--- src/rtl/mxint8_alu_sequencer.sv ---
// Sequences one MXINT8 block operation through a lane-limited element ALU: slices operands
// into beats, gathers in-order responses, and presents result scale, elements and zero count.
module mxint8_alu_sequencer #(
    parameter int BLOCK_SIZE  = 32,
    parameter int ELEM_WIDTH  = 8,
    parameter int SCALE_WIDTH = 8,
    parameter int LANES       = 8
) (
    input  logic                             clk,
    input  logic                             rst,
    input  logic                             in_valid,
    output logic                             in_ready,
    input  logic [1:0]                       in_op,
    input  logic [SCALE_WIDTH-1:0]           in_scale_a,
    input  logic [SCALE_WIDTH-1:0]           in_scale_b,
    input  logic [BLOCK_SIZE*ELEM_WIDTH-1:0] in_elems_a,
    input  logic [BLOCK_SIZE*ELEM_WIDTH-1:0] in_elems_b,
    output logic                             alu_req_valid,
    input  logic                             alu_req_ready,
    output logic [1:0]                       alu_req_op,
    output logic [LANES*ELEM_WIDTH-1:0]      alu_req_a,
    output logic [LANES*ELEM_WIDTH-1:0]      alu_req_b,
    input  logic                             alu_rsp_valid,
    input  logic [LANES*ELEM_WIDTH-1:0]      alu_rsp_data,
    output logic                             out_valid,
    input  logic                             out_ready,
    output logic [SCALE_WIDTH-1:0]           out_scale,
    output logic [BLOCK_SIZE*ELEM_WIDTH-1:0] out_elems,
    output logic [$clog2(BLOCK_SIZE):0]      out_zero_num,
    output logic                             out_err
);

    localparam int BEATS     = BLOCK_SIZE / LANES;
    localparam int BEAT_W    = LANES * ELEM_WIDTH;
    localparam int BLK_W     = BLOCK_SIZE * ELEM_WIDTH;
    localparam int CNT_W     = $clog2(BEATS + 1);
    localparam int ZERO_W    = $clog2(BLOCK_SIZE) + 1;
    localparam int SUM_W     = SCALE_WIDTH + 2;
    localparam int BIAS      = (1 << (SCALE_WIDTH - 1)) - 1;
    localparam int SCALE_MAX = (1 << SCALE_WIDTH) - 2;
    localparam logic [SCALE_WIDTH-1:0] SCALE_NAN = '1;

    typedef enum logic [1:0] {IDLE, ISSUE, DRAIN, DONE} state_t;

    state_t                   state_q, state_d;
    logic [1:0]               op_q, op_d;
    logic [BLK_W-1:0]         elems_a_q, elems_a_d, elems_b_q, elems_b_d;
    logic [BLK_W-1:0]         res_q, res_d;
    logic [SCALE_WIDTH-1:0]   scale_q, scale_d;
    logic                     err_q, err_d;
    logic [ZERO_W-1:0]        zero_q, zero_d;
    logic [CNT_W-1:0]         issue_cnt_q, issue_cnt_d, rsp_cnt_q, rsp_cnt_d;

    logic [SUM_W-1:0]         scale_sum;
    logic [SCALE_WIDTH-1:0]   mul_scale;
    logic [ZERO_W-1:0]        rsp_zeros;
    logic                     bad_block, rsp_fire, rsp_last, req_fire;

    // Biased exponents add, so one bias is removed; NaN dominates, result clamps below NaN.
    always_comb begin
        scale_sum = SUM_W'(in_scale_a) + SUM_W'(in_scale_b);
        if (in_scale_a == SCALE_NAN || in_scale_b == SCALE_NAN)
            mul_scale = SCALE_NAN;
        else if (scale_sum < SUM_W'(BIAS))
            mul_scale = '0;
        else if (scale_sum - SUM_W'(BIAS) > SUM_W'(SCALE_MAX))
            mul_scale = SCALE_WIDTH'(SCALE_MAX);
        else
            mul_scale = SCALE_WIDTH'(scale_sum - SUM_W'(BIAS));
        bad_block = (in_op == 2'b11) || (in_op == 2'b01 && in_scale_a != in_scale_b);
    end

    always_comb begin
        alu_req_a = '0;
        alu_req_b = '0;
        for (int k = 0; k < BEATS; k++) begin
            if (issue_cnt_q == CNT_W'(k)) begin
                alu_req_a = elems_a_q[k*BEAT_W +: BEAT_W];
                alu_req_b = elems_b_q[k*BEAT_W +: BEAT_W];
            end
        end
        rsp_zeros = '0;
        for (int l = 0; l < LANES; l++) begin
            if (alu_rsp_data[l*ELEM_WIDTH +: ELEM_WIDTH] == '0)
                rsp_zeros = rsp_zeros + ZERO_W'(1);
        end
    end

    // Responses are only meaningful while a block is in flight; elsewhere they are dropped.
    always_comb begin
        state_d     = state_q;
        op_d        = op_q;
        elems_a_d   = elems_a_q;
        elems_b_d   = elems_b_q;
        res_d       = res_q;
        scale_d     = scale_q;
        err_d       = err_q;
        zero_d      = zero_q;
        issue_cnt_d = issue_cnt_q;
        rsp_cnt_d   = rsp_cnt_q;

        req_fire = (state_q == ISSUE) && alu_req_ready;
        rsp_fire = alu_rsp_valid && (state_q == ISSUE || state_q == DRAIN);
        rsp_last = rsp_fire && (rsp_cnt_q == CNT_W'(BEATS - 1));

        if (rsp_fire) begin
            for (int k = 0; k < BEATS; k++) begin
                if (rsp_cnt_q == CNT_W'(k))
                    res_d[k*BEAT_W +: BEAT_W] = alu_rsp_data;
            end
            zero_d    = zero_q + rsp_zeros;
            rsp_cnt_d = rsp_cnt_q + CNT_W'(1);
        end

        case (state_q)
            IDLE: begin
                if (in_valid) begin
                    op_d        = in_op;
                    elems_a_d   = in_elems_a;
                    elems_b_d   = in_elems_b;
                    res_d       = '0;
                    issue_cnt_d = '0;
                    rsp_cnt_d   = '0;
                    if (bad_block) begin
                        err_d   = 1'b1;
                        scale_d = SCALE_NAN;
                        zero_d  = ZERO_W'(BLOCK_SIZE);
                        state_d = DONE;
                    end else begin
                        err_d   = 1'b0;
                        scale_d = (in_op == 2'b10) ? mul_scale : in_scale_a;
                        zero_d  = '0;
                        state_d = ISSUE;
                    end
                end
            end
            ISSUE: begin
                if (req_fire) begin
                    issue_cnt_d = issue_cnt_q + CNT_W'(1);
                    if (issue_cnt_q == CNT_W'(BEATS - 1))
                        state_d = rsp_last ? DONE : DRAIN;
                end
            end
            DRAIN: begin
                if (rsp_last)
                    state_d = DONE;
            end
            DONE: begin
                if (out_ready)
                    state_d = IDLE;
            end
            default: state_d = IDLE;
        endcase
    end

    always_ff @(posedge clk or posedge rst) begin
        if (rst) begin
            state_q     <= IDLE;
            op_q        <= '0;
            elems_a_q   <= '0;
            elems_b_q   <= '0;
            res_q       <= '0;
            scale_q     <= '0;
            err_q       <= 1'b0;
            zero_q      <= '0;
            issue_cnt_q <= '0;
            rsp_cnt_q   <= '0;
        end else begin
            state_q     <= state_d;
            op_q        <= op_d;
            elems_a_q   <= elems_a_d;
            elems_b_q   <= elems_b_d;
            res_q       <= res_d;
            scale_q     <= scale_d;
            err_q       <= err_d;
            zero_q      <= zero_d;
            issue_cnt_q <= issue_cnt_d;
            rsp_cnt_q   <= rsp_cnt_d;
        end
    end

    assign in_ready      = (state_q == IDLE);
    assign alu_req_valid = (state_q == ISSUE);
    assign out_valid     = (state_q == DONE);
    assign alu_req_op    = op_q;
    assign out_scale     = scale_q;
    assign out_elems     = res_q;
    assign out_zero_num  = zero_q;
    assign out_err       = err_q;

endmodule
--- config.mk ---
export PLATFORM = sky130hd
export DESIGN_NAME = mxint8_alu_sequencer
export DESIGN_NICKNAME = d
export VERILOG_FILES = /design/src/rtl/mxint8_alu_sequencer.sv
export SDC_FILE = /design/constraint.sdc
export NUM_CORES = 2
export LEC_CHECK = 0
export ABC_AREA = 1
export CORE_AREA = 5 5 383 385
export CTS_CLUSTER_DIAMETER = 40
export CTS_CLUSTER_SIZE = 12
export DETAILED_ROUTE_END_ITERATION = 7
export DIE_AREA = 0 0 388 390
export PLACE_DENSITY = 0.59
export REMOVE_ABC_BUFFERS = 1
export SYNTH_ARGS = -nofsm -noshare
export SYNTH_HDL_FRONTEND = slang
export SYNTH_SLANG_ARGS = --single-unit
--- constraint.sdc ---
create_clock -name clk -period 59.9 [get_ports clk]
set_input_delay 5.99 -clock clk [delete_from_list [all_inputs] [get_ports clk]]
set_output_delay 5.99 -clock clk [all_outputs]
set_load 0.05 [all_outputs]
; ---- After elaboration in Yosys (flattened, before gate mapping)
; Cells that the tools add are included.
[op_classes]
n_addsub = 12
n_lt_le_gt_ge = 2
eq_ne = 20
mux = 47
n_reduce_logical = 22
[op_table]
columns = operator, n
row1 = two-way mux 256 bit, 3
row2 = two-way mux 64 bit, 12
row3 = two-way mux 6 bit, 11
row4 = logical NOT 8 bit, 8
row5 = adder 6 x 1 -> 6 bit (second input constant), 7
row6 = two-way mux 8 bit, 5
row7 = equality test 8 bit (second input constant), 2
row8 = two-way mux 3 bit, 5
row9 = equality test 3 x 2 -> 1 bit (second input constant), 4
row10 = two-way mux 2 bit, 6
row11 = > comparator 10 x 8 -> 1 bit (second input constant), 1
row12 = subtractor 9 x 7 -> 10 bit (second input constant), 1
row13 = adder 8 x 8 -> 9 bit, 1
row14 = < comparator 9 x 7 -> 1 bit (second input constant), 1
row15 = equality test 2 bit (second input constant), 4
row16 = inequality test 8 bit, 1
row17 = case mux 2 bit (4 select lines), 1
row18 = adder 3 x 1 -> 3 bit (second input constant), 2
row19 = adder 6 bit, 1
row20 = equality test 3 x 1 -> 1 bit (second input constant), 2
row21 = logical NOT 3 bit, 2
row22 = inequality test 2 x 1 -> 1 bit (second input constant), 3
row23 = case mux 3 bit (2 select lines), 1
row24 = AND reduction 5 bit, 1
row25 = other kinds (9), 18
[totals]
reg_bits = 793
in_bits = 600
output_inout_bits = 404
word_cells = 113

; ---- Depth between registers and ports, before layout
[depth]
depth_word = 20
mapped_depth = 35
ltp_nobuf = 35

; ---- Least setup slack after synthesis
; Ideal clock, no wire load.
[synth_timing]
kind = input -> register
from = in alu_rsp_data[9]
to = reg zero_q[5], in the netlist out_zero_num[5]
setup_time_ps = 83
arrival_ps = 10481
required_ps = 59817
setup_slack_ps = 49337
stages = 33
n_path_buf = 0
path_cell_list = nor2_1 nand2_1 nor2_2 inv_1 ha_1 o21bai_2 nand2_2 inv_1 ha_1 nand2_1 o21ai_1 o22ai_1 a31oi_1 ha_1 or2_2 nand2_2 inv_1 ha_1 or2_2 nand2_1 inv_1 ha_1 nand2_1 o21ai_1 ha_1 a21oi_1 nor2_1 nor2_1 nor2_1 o21ai_0 a21oi_1 xnor2_1 o21ai_0
[synth_between]
elab_chain_len = 18
[synth_lines]
columns = item, line_no
row1 = start: declaration, 24  ; input logic [LANES*ELEM_WIDTH-1:0] alu_rsp_data,
row2 = logical NOT 8 bit *, 84  ; if (alu_rsp_data[l*ELEM_WIDTH +: ELEM_WIDTH] == '0)
row3 = two-way mux 6 bit *, 84
row4 = adder 6 x 1 -> 6 bit, 85  ; rsp_zeros = rsp_zeros + ZERO_W'(1);
row5 = two-way mux 6 bit *, 84
row6 = adder 6 x 1 -> 6 bit, 85
row7 = two-way mux 6 bit *, 84
row8 = adder 6 x 1 -> 6 bit, 85
row9 = two-way mux 6 bit *, 84
row10 = (+3 left out), --
row11 = two-way mux 6 bit *, 84
row12 = adder 6 x 1 -> 6 bit, 85
row13 = two-way mux 6 bit *, 84
row14 = adder 6 bit *, 111  ; zero_d = zero_q + rsp_zeros;
row15 = two-way mux 6 bit *, 106  ; if (rsp_fire) begin
row16 = two-way mux 6 bit, 117  ; if (in_valid) begin
row17 = two-way mux 6 bit *, 115  ; case (state_q)
row18 = named net zero_d[5], 51  ; logic [ZERO_W-1:0] zero_q, zero_d;
row19 = end signal: assignment, 176  ; zero_q <= zero_d;
row20 = end: declaration, 51
; The timed path passes the listed nets; every way through them passes the cells marked *.
; A chain may end at the register's enable or synchronous reset.

; ---- Final worst setup path
[layout_timing]
from = in alu_rsp_data[10]
to = reg zero_q[5], in the netlist out_zero_num[5]
; Same word-level chain as after synthesis.

==> flow_summary.ini <==
[run_status]
status = finished, final reports clean

[placed_design]
dp_hpwl_um = 100500
dp_cells = 7184
io_buffers = 1003
gp_congestion = 0.9126

[routing]
wl_per_cell_um = 19.11
vias = 33500
first_pass_iters = 5
drt_wl_total_um = 142900
ant_nets = 0
drt_iter0_drc = 2292
vias_per_cell = 4.480
drc = 0

[die]
dieWidth_um = 388
ioPinCount = 1004
die_h_um = 390
start_util_pct = 25.07
dieArea_um2 = 151300
core_um2 = 142800
num_rows = 139

[clock_network]
postCtsSetupBuffers = 0
cts_buffers = 141
ctsLongestPathBuffers = 3
ctsResizeCount = 0
clkLatencyLatePin_ps = 750
cts.sinks = 793
cts_tree = yes
cts_root_buf = clkbuf_16
clk_pin_slew_worst_paths_ps = 50
cts_hold_buf = 0
cts_htree_levels = 4

[final_layout]
seqCellArea_um2 = 19840
drive_gt1_share_pct = 6.051
final_common_cell = nand2_1
final_nets = 6062
final_cell_mix = nand2_1, clkdlybuf4s50_1, dfrtp_1
layoutNonFillerInstCount = 7478
fill_cells = 14700
fin_util_pct = 36.85
multi_input_area_um2 = 14060
syn2layout_area_growth_pct = 47.03

[global_route]
grt_pass1_vias = 33740
antenna_found_initial = 48
overflow = 0
grt_pass1_wl_um = 212100
grt_max_degree = 205
grt.total_usage_pct = 18.02

[hold_path]
min_to = elems_a_q[191]
min-delay-start = elems_a_q[191]
holdPathStages = 2
hp-class = reg2reg

[sta]
worst_slew_margin_rel_pct = 21.79
max_slew.worst_pin.slew_ps = 1173
final-max-slew-violation-count = 0
rsz0062_at_grt = no
hold_violations = 0
skew_ps = 39.06
setup_tns_ps = 0
period_share_pct = 18.30
setup_viol = 0
fmax_mhz = 91.21
period_needed_ps = 10960

[setup_path]
r2r-end = elems_a_q[216]
r2r_cells = 8
cp-start-kind = primary input
critPathKind = in2reg
arrival_ps = 11560
worstPathMaxFanout = 5
slowest_delay_ps = 570
worst_path_max_delay_cell = clkdlybuf4s50_1
worst-endpoint-required_ps = 60500
path_common_cell = ha_1
regToRegSetupSlack_ps = 55240
setup.worst_path.start = alu_rsp_data[10]
r2r-start = state_q[1]
endpoint_kind = register

[pwr]
total_power_mw = 3.737
cell_internal_pwr_mw = 1.917
vdd_ir_drop_max_mv = 0.06563
seq_power_share_pct = 24.5
leakagePower_nw = 24.88
switchingPower_mw = 1.821
power_frac_clock_pct = 22.2
p_comb_share_pct = 53.4
p_per_area_nw_per_um2 = 71.02
swShare_pct = 48.72

[logic_synthesis]
synth.avg_cell_area_um2 = 7.917
yosysWarnings = 0
yosysUniqueCellTypes = 40
yosysSeqAreaShare_pct = 55.44
synth_edf_count = 0
syn_inst = 4521
ys_seq_elements = 793
synth-async-reset-ratio_pct = 100.0
synth_area_um2 = 35790
ys.flop_type = dfrtp_1

[job]
max-cap-violations = 0
-- kinds of logic after synthesis --
group / Yosys count / share of synthesized area, %
compound gates: 748 / 11.01
xor+xnor: 9 / 0.2412
fa+ha+maj: 38 / 1.370
buf+inv: 514 / 5.422
flops: 793 / 55.44
simple gates: 2419 / 26.51
-- layer usage --
| layer | vias to the layer above | share of wire, % | GRT usage (%) |
|---|---|---|---|
| li1 | 16190 | - | - |
| met1 | 15950 | 40 | 21.44 |
| met2 | 1106 | 50 | 31.34 |
| met3 | 244 | 6.2 | 4.174 |
| met4 | 8 | 3.4 | 7.525 |
| met5 | - | 0.034 | 0 |
-- cell type report --
cell class / count / area share (%)
clock inverters: 70 / 1.840
inverters: 230 / 1.674
repair buffers: 1044 / 19.76
flip-flops and latches: 793 / 37.71
multi-input cells: 3214 / 26.71
well taps: 1903 / 4.525
diodes: 39 / 0.1855
clock buffers: 185 / 7.594
-- worst max-delay path, delay by kind of cell --
family          cells  cell delay, ps
simple gates       13            1770
fa+ha+maj           6            1660
compound gates      9            1200
buf+inv             5             780
xor+xnor            1             150
-- synthesized netlist by cell type, drive strengths merged (2+ instances only) --
| cell | n | area, um^2 |
|---|---|---|
| ha | 36 | 450.4 |
| inv | 227 | 852.1 |
| nand3 | 158 | 820.8 |
| buf | 26 | 108.9 |
| a211oi | 3 | 22.52 |
| nor4 | 5 | 31.28 |
| o21ai | 535 | 2678 |
| a21oi | 132 | 660.6 |
| nand2 | 1890 | 7154 |
| nand4 | 14 | 87.58 |
| dfrtp | 793 | 19840 |
| xor2 | 6 | 60.06 |
| nor3 | 3 | 15.01 |
| clkinv | 3 | 11.26 |
| xnor2 | 3 | 26.28 |
| nor2 | 342 | 1329 |
| nand3b | 3 | 26.27 |
| fa | 2 | 40.04 |
| o22ai | 4 | 25.02 |
| o211ai | 64 | 480.5 |
| a31oi | 6 | 37.54 |
| or2 | 3 | 18.77 |
| clkbuf | 258 | 968.4 |
-- through the flow --
| step | worst slack, ps | hold slack [ps] | area, um^2 |
|---|---|---|---|
| 2_1_floorplan | 27790 | 443.6 | 34710 |
| 3_3_place_gp | 48150 | 455.9 | 47560 |
| 3_5_place_dp | 48160 | 459.5 | 47560 |
| 4_1_cts | 48990 | 473.9 | 52520 |
| 5_1_grt | 48500 | 487.9 | 52590 |
| 6_report | 48940 | 469.5 | 52620 |
-- flip-flops by register name, indices dropped and copies added, names as in the netlist --
register      count
out_err           1
elems_b_q       256
out_scale         8
out_zero_num      6
elems_a_q       256
rsp_cnt_q         3
issue_cnt_q       3
out_elems       256
state_q           2
alu_req_op        2
-- worst max-delay path by stage --
| stage | to | slack [ps] | cells past startpoint |
|---|---|---|---|
| 4_1_cts | out_zero_num[5] | 48990 | 34 |
| 3_3_place_gp | out_zero_num[5] | 48150 | 34 |
| 5_1_grt | out_zero_num[4] | 48500 | 35 |
| 6_report | out_zero_num[5] | 48940 | 34 |
| 2_1_floorplan | out_scale[1] | 27790 | 6 |
| 3_5_place_dp | out_zero_num[5] | 48160 | 34 |
-- power by group through the flow --
stage	registers, mW	logic (mW)	clock network (mW)
detailed placement	0.918	2.01	0
global placement	0.912	2.00	0
floorplan	1.17	1.08	0
CTS	0.913	2.02	0.846
finish	0.914	1.99	0.829
global route	0.942	2.14	0.871
No activity file was read; power rests on OpenSTA's default activity.
